**src/rtl/alu_op_responder.sv**
```systemverilog
// Handshaked 4-bit ALU responder: one operation in flight at a time.
// Multiply runs as a 4-step shift-add; results drain through a small response FIFO.
module alu_op_responder #(
  parameter int unsigned RSP_DEPTH = 2
) (
  input  logic       clk,
  input  logic       rst,
  input  logic       req_valid,
  output logic       req_ready,
  input  logic [2:0] req_opc,
  input  logic [3:0] req_a,
  input  logic [3:0] req_b,
  output logic       rsp_valid,
  input  logic       rsp_ready,
  output logic [7:0] rsp_data,
  output logic [2:0] rsp_opc,
  output logic       busy,
  output logic [7:0] op_count
);

  localparam int unsigned PtrW = (RSP_DEPTH > 1) ? $clog2(RSP_DEPTH) : 1;
  localparam int unsigned CntW = PtrW + 1;

  typedef enum logic [1:0] {StIdle, StExec, StMul} state_e;

  state_e          state_q;
  logic [2:0]      opc_q;
  logic [3:0]      a_q, b_q;
  logic [7:0]      acc_q;
  logic [1:0]      iter_q;
  logic [10:0]     mem_q [RSP_DEPTH];
  logic [PtrW-1:0] wr_ptr_q, rd_ptr_q;
  logic [CntW-1:0] count_q;

  logic       accept, push, pop;
  logic [7:0] exec_res, mul_term, mul_sum, push_res;

  assign req_ready = (state_q == StIdle) && (count_q < CntW'(RSP_DEPTH));
  assign busy      = (state_q != StIdle);
  assign rsp_valid = (count_q != '0);
  // Head is masked while empty so stale entries never show on the outputs.
  assign {rsp_opc, rsp_data} = rsp_valid ? mem_q[rd_ptr_q] : 11'd0;

  always_comb begin
    exec_res = 8'h00;
    case (opc_q)
      3'd0:    exec_res = {4'h0, a_q} + {4'h0, b_q};
      3'd1:    exec_res = {4'h0, a_q} - {4'h0, b_q};
      3'd3:    exec_res = {7'd0, a_q <  b_q};
      3'd4:    exec_res = {7'd0, a_q >  b_q};
      3'd5:    exec_res = {7'd0, a_q == b_q};
      3'd6:    exec_res = {7'd0, a_q <= b_q};
      3'd7:    exec_res = {7'd0, a_q >= b_q};
      default: exec_res = 8'h00;
    endcase
    mul_term = b_q[iter_q] ? ({4'h0, a_q} << iter_q) : 8'h00;
    mul_sum  = acc_q + mul_term;
    push     = (state_q == StExec) || ((state_q == StMul) && (iter_q == 2'd3));
    push_res = (state_q == StMul) ? mul_sum : exec_res;
    accept   = req_valid && req_ready;
    pop      = rsp_valid && rsp_ready;
  end

  always_ff @(posedge clk) begin
    if (rst) begin
      state_q  <= StIdle;
      opc_q    <= 3'd0;
      a_q      <= 4'd0;
      b_q      <= 4'd0;
      acc_q    <= 8'h00;
      iter_q   <= 2'd0;
      wr_ptr_q <= '0;
      rd_ptr_q <= '0;
      count_q  <= '0;
      op_count <= 8'h00;
    end else begin
      case (state_q)
        StIdle: begin
          if (accept) begin
            opc_q   <= req_opc;
            a_q     <= req_a;
            b_q     <= req_b;
            acc_q   <= 8'h00;
            iter_q  <= 2'd0;
            state_q <= (req_opc == 3'd2) ? StMul : StExec;
          end
        end
        StExec: state_q <= StIdle;
        StMul: begin
          acc_q  <= mul_sum;
          iter_q <= iter_q + 2'd1;
          if (iter_q == 2'd3) state_q <= StIdle;
        end
        default: state_q <= StIdle;
      endcase

      // Space was reserved at accept, so a push can never overflow.
      if (push) begin
        mem_q[wr_ptr_q] <= {opc_q, push_res};
        wr_ptr_q        <= wr_ptr_q + 1'b1;
        op_count        <= op_count + 8'd1;
      end
      if (pop) rd_ptr_q <= rd_ptr_q + 1'b1;
      if (push && !pop)      count_q <= count_q + 1'b1;
      else if (pop && !push) count_q <= count_q - 1'b1;
    end
  end

endmodule

```
**config.mk**
```make
export PLATFORM = sky130hd
export DESIGN_NAME = alu_op_responder
export DESIGN_NICKNAME = d
export VERILOG_FILES = /design/src/rtl/alu_op_responder.sv
export SDC_FILE = /design/constraint.sdc
export NUM_CORES = 1
export LEC_CHECK = 0
export CORE_ASPECT_RATIO = 0.9
export CORE_UTILIZATION = 60
export CTS_CLUSTER_SIZE = 12
export DETAILED_ROUTE_END_ITERATION = 8
export PLACE_DENSITY = 0.85
export REMOVE_ABC_BUFFERS = 1
export SLEW_MARGIN = 0
export SYNTH_ARGS = -nofsm -noshare
export SYNTH_HDL_FRONTEND = slang
export SYNTH_SLANG_ARGS = --single-unit
```
**constraint.sdc**
```tcl
create_clock -name clk -period 3.8 [get_ports clk]
set_input_delay 0.76 -clock clk [delete_from_list [all_inputs] [get_ports clk]]
set_output_delay 0.76 -clock clk [all_outputs]
set_load 0.01 [all_outputs]
```
==> metrics.yaml <==
status:
  status: "finished, final reports clean"
cells_and_area:
  area_delta_synth_final_pct: 19.0
  diodes: 0
  layout-drive-gt1-share: 0.0712
  fin_nets: 410
routing:
  route.detailed.drc: 0
  routed_wl_mm: 6.60
  viasPerCell: 5.80
  first_iter_violations: 178
  vias: 2574
  ant_nets: 0
  drtPass1Iterations: 5
  post_drt_wl_per_cell_um: 14.9
  top_layer: "met4"
  routed-wl-met3_um: 434
  met1_length_mm: 2.94
  met2_length_mm: 3.05
yosys:
  synth_warnings: 0
  yosysMostFrequentCell: "nand2_1"
  ys_seq_area_frac: 0.433
  synth_area_per_cell_um2: 9.35
  synth_ff_type: "dfxtp_1"
  async_reset_ff_frac: 0
  synth_area_leader_cell: "dfxtp_1"
  syn_inst: 341
  synth.area.top_cells: "dfxtp_1 23%, edfxtp_1 21%, ha_1 7.1%, nand2_1 5.8%, a21oi_1 4.9%"
  ys_types: 55
  synth_top_area_share: 0.226
  synth_seq_cells: 58
  syn_area_um2: 3190
  synth_edf_count: 22
  yosys-top-cells-count: "49 x nand2_1, 36 x dfxtp_1, 33 x nor2_1"
worst_setup_path:
  crit_family: "compound AO/OA/AOI/OAI gates"
  path_cells: "mux4_2, o211a_1, ha_1, a21o_1, a21oi_1, a21oi_1, o21a_1, o31ai_1"
  critical_path_class: "register to register"
  cp_num_buf_inv: 0
  cp_max_fo: 16
  cp_slowest_cell: "dfxtp_1"
  arrival_ns: 3.03
  slowest_delay_ns: 0.60
  critPathLaunchType: "register"
  startpoint: "iter_q[0]$_SDFFE_PP0P_"
  r2r_start: "iter_q[0]$_SDFFE_PP0P_"
  crit_top_cell: "a21oi_1"
  cp-end-kind: "register"
  critPathRequiredTime_ns: 3.95
clocking:
  hold_buffers: 0
  cts_tree: "built"
  cts_resized: 0
  clock_path_buffers: 2
  clock-sinks: 58
  cts_buffers: 9
  clk_latency_ns: 0.35
  root_buffer: "clkbuf_8"
  path_clk_slew_ns: 0.07
  cts_htree_levels: 3
  postCtsSetupBuffers: 0
min_path:
  worstHoldStart: "acc_q[4]$_SDFFE_PP0P_"
  min_path_type: "register to register"
timing:
  fin_worst_skew_ns: 0.0105
  slew_headroom: 0.518
  setup_viol: 0
  period_minus_slack_ns: 2.88
  tns_ns: 0
  final.period_utilization: 0.759
  drv_slew: 0
  hold_viol_final: 0
  fmax_mhz: 347
  worstMarginPinSlew_ns: 0.721
  grt_setup_unrepaired: "no"
power_and_ir_drop:
  p_int_uw: 1380
  switching_share: 0.333
  combPwrFrac: 0.311
  power.switching_uw: 689
  p_per_area_nw_per_um2: 545
  clkPwrFrac: 0.298
  p_leak_uw: 0.00147
  total_power_uw: 2070
  ir_worst_vdd_v: 0.000457
  seqPwrFrac: 0.391
global_routing:
  grt_pass1_wl_mm: 11.0
  grt-ovfl-total: 0
  grt_usage: 0.260
  antenna_found_initial: 0
  grt_pass1_vias: 2397
  grt_max_degree: 38
floorplanning:
  die_w_um: 78.8
  coreArea_um2: 4980
  initial_core_util: 0.640
  num_rows: 24
  die_h_um: 71.2
  num_io_pins: 37
  die-area_um2: 5610
place:
  port_buffers: 36
  dp_hpwl_mm: 4.69
  routabilityCongestion: 0.827
job:
  maxCapViolCount: 0
cells by family (layout without fill, tap and decap cells):
| kind of cell | Yosys count | in the layout | share of synthesized area |
|---|---|---|---|
| AOI/OAI and AO/OA | 65 | 65 | 0.124 |
| xor gates and xnor gates | 15 | 15 | 0.0412 |
| adders and majority gates | 21 | 21 | 0.0895 |
| buffers and inverters | 28 | 66 | 0.0388 |
| DFF | 58 | 58 | 0.433 |
| muxes | 18 | 18 | 0.0616 |
| and+or+nand+nor | 136 | 136 | 0.212 |
power by group through the flow:
stage | registers (uW) | clock network, uW | logic (uW)
global route | 819 | 646 | 704
CTS | 808 | 620 | 644
detailed placement | 821 | 0 | 638
global placement | 817 | 0 | 612
finish | 809 | 616 | 642
floorplan | 796 | 0 | 391
worst paths after layout:
| check | cells past startpoint | end | slack [ns] |
|---|---|---|---|
| max | 8 | mem_q[0][7]$_DFFE_PP_ | 0.92 |
| min | 2 | acc_q[4]$_SDFFE_PP0P_ | 0.47 |
| max reg2reg | 8 | mem_q[0][7]$_DFFE_PP_ | 0.92 |
| min reg2reg | 2 | acc_q[4]$_SDFFE_PP0P_ | 0.47 |
cell usage in the layout, fill, tap and decap left out, types with 4 or more instances in the layout:
cell and n:
xor2_1 7, ha_1 18, inv_1 9, xnor2_1 8, nand2_1 49, buf_4 4
mux2i_1 14, clkbuf_8 9, edfxtp_1 22, nor2_1 33, nor3b_1 5, nor3_1 7
nor4b_1 5, o21ai_0 10, nand4_1 4, a21o_1 5, dfxtp_1 36, nand3_1 8
clkdlybuf4s50_1 36, a21oi_1 31
registers in the layout, indices dropped and copies added (netlist names), named ones only:
name,cells
iter_q,2
mem_q,22
wr_ptr_q,1
count_q,2
rd_ptr_q,1
a_q,4
state_q,2
b_q,4
op_count,8
acc_q,8
opc_q,3
metrics by stage:
step | cell area [um2] | util | hold WS [ns] | setup WS, ns | cells
3_3_place_gp | 3570 | 0.717 | 0.454 | 1.05 | 428
2_1_floorplan | 3100 | - | 0.435 | 1.18 | 323
6_report | 3790 | 0.761 | 0.466 | 0.916 | 444
4_1_cts | 3790 | 0.761 | 0.467 | 0.916 | 444
5_1_grt | 3790 | 0.761 | 0.486 | 0.629 | 444
3_5_place_dp | 3570 | 0.717 | 0.457 | 0.950 | 428
worst register-to-register path: cells and delay by family, from the launching register on:
family,cells,cell delay (ns)
flops,1,0.60
mux,1,0.58
compound gates,6,1.16
fa+ha+maj,1,0.34
layer usage:
layer	global-route usage	up-vias
li1	-	1274
met4	0.139	0
met1	0.336	1192
met2	0.402	90
met5	0	-
met3	0.0671	18
final cells by class:
cell class                 instances  area [um2]
multi-input combinational        255        1680
sequential                        58        1380
fill                             368        1190
timing repair buffer              40         390
clock buffer                      10         149
tap                               65        81.3
clock inverter                     6        72.6
inverter                          10        37.5
No activity file was read; power rests on OpenSTA's default activity.
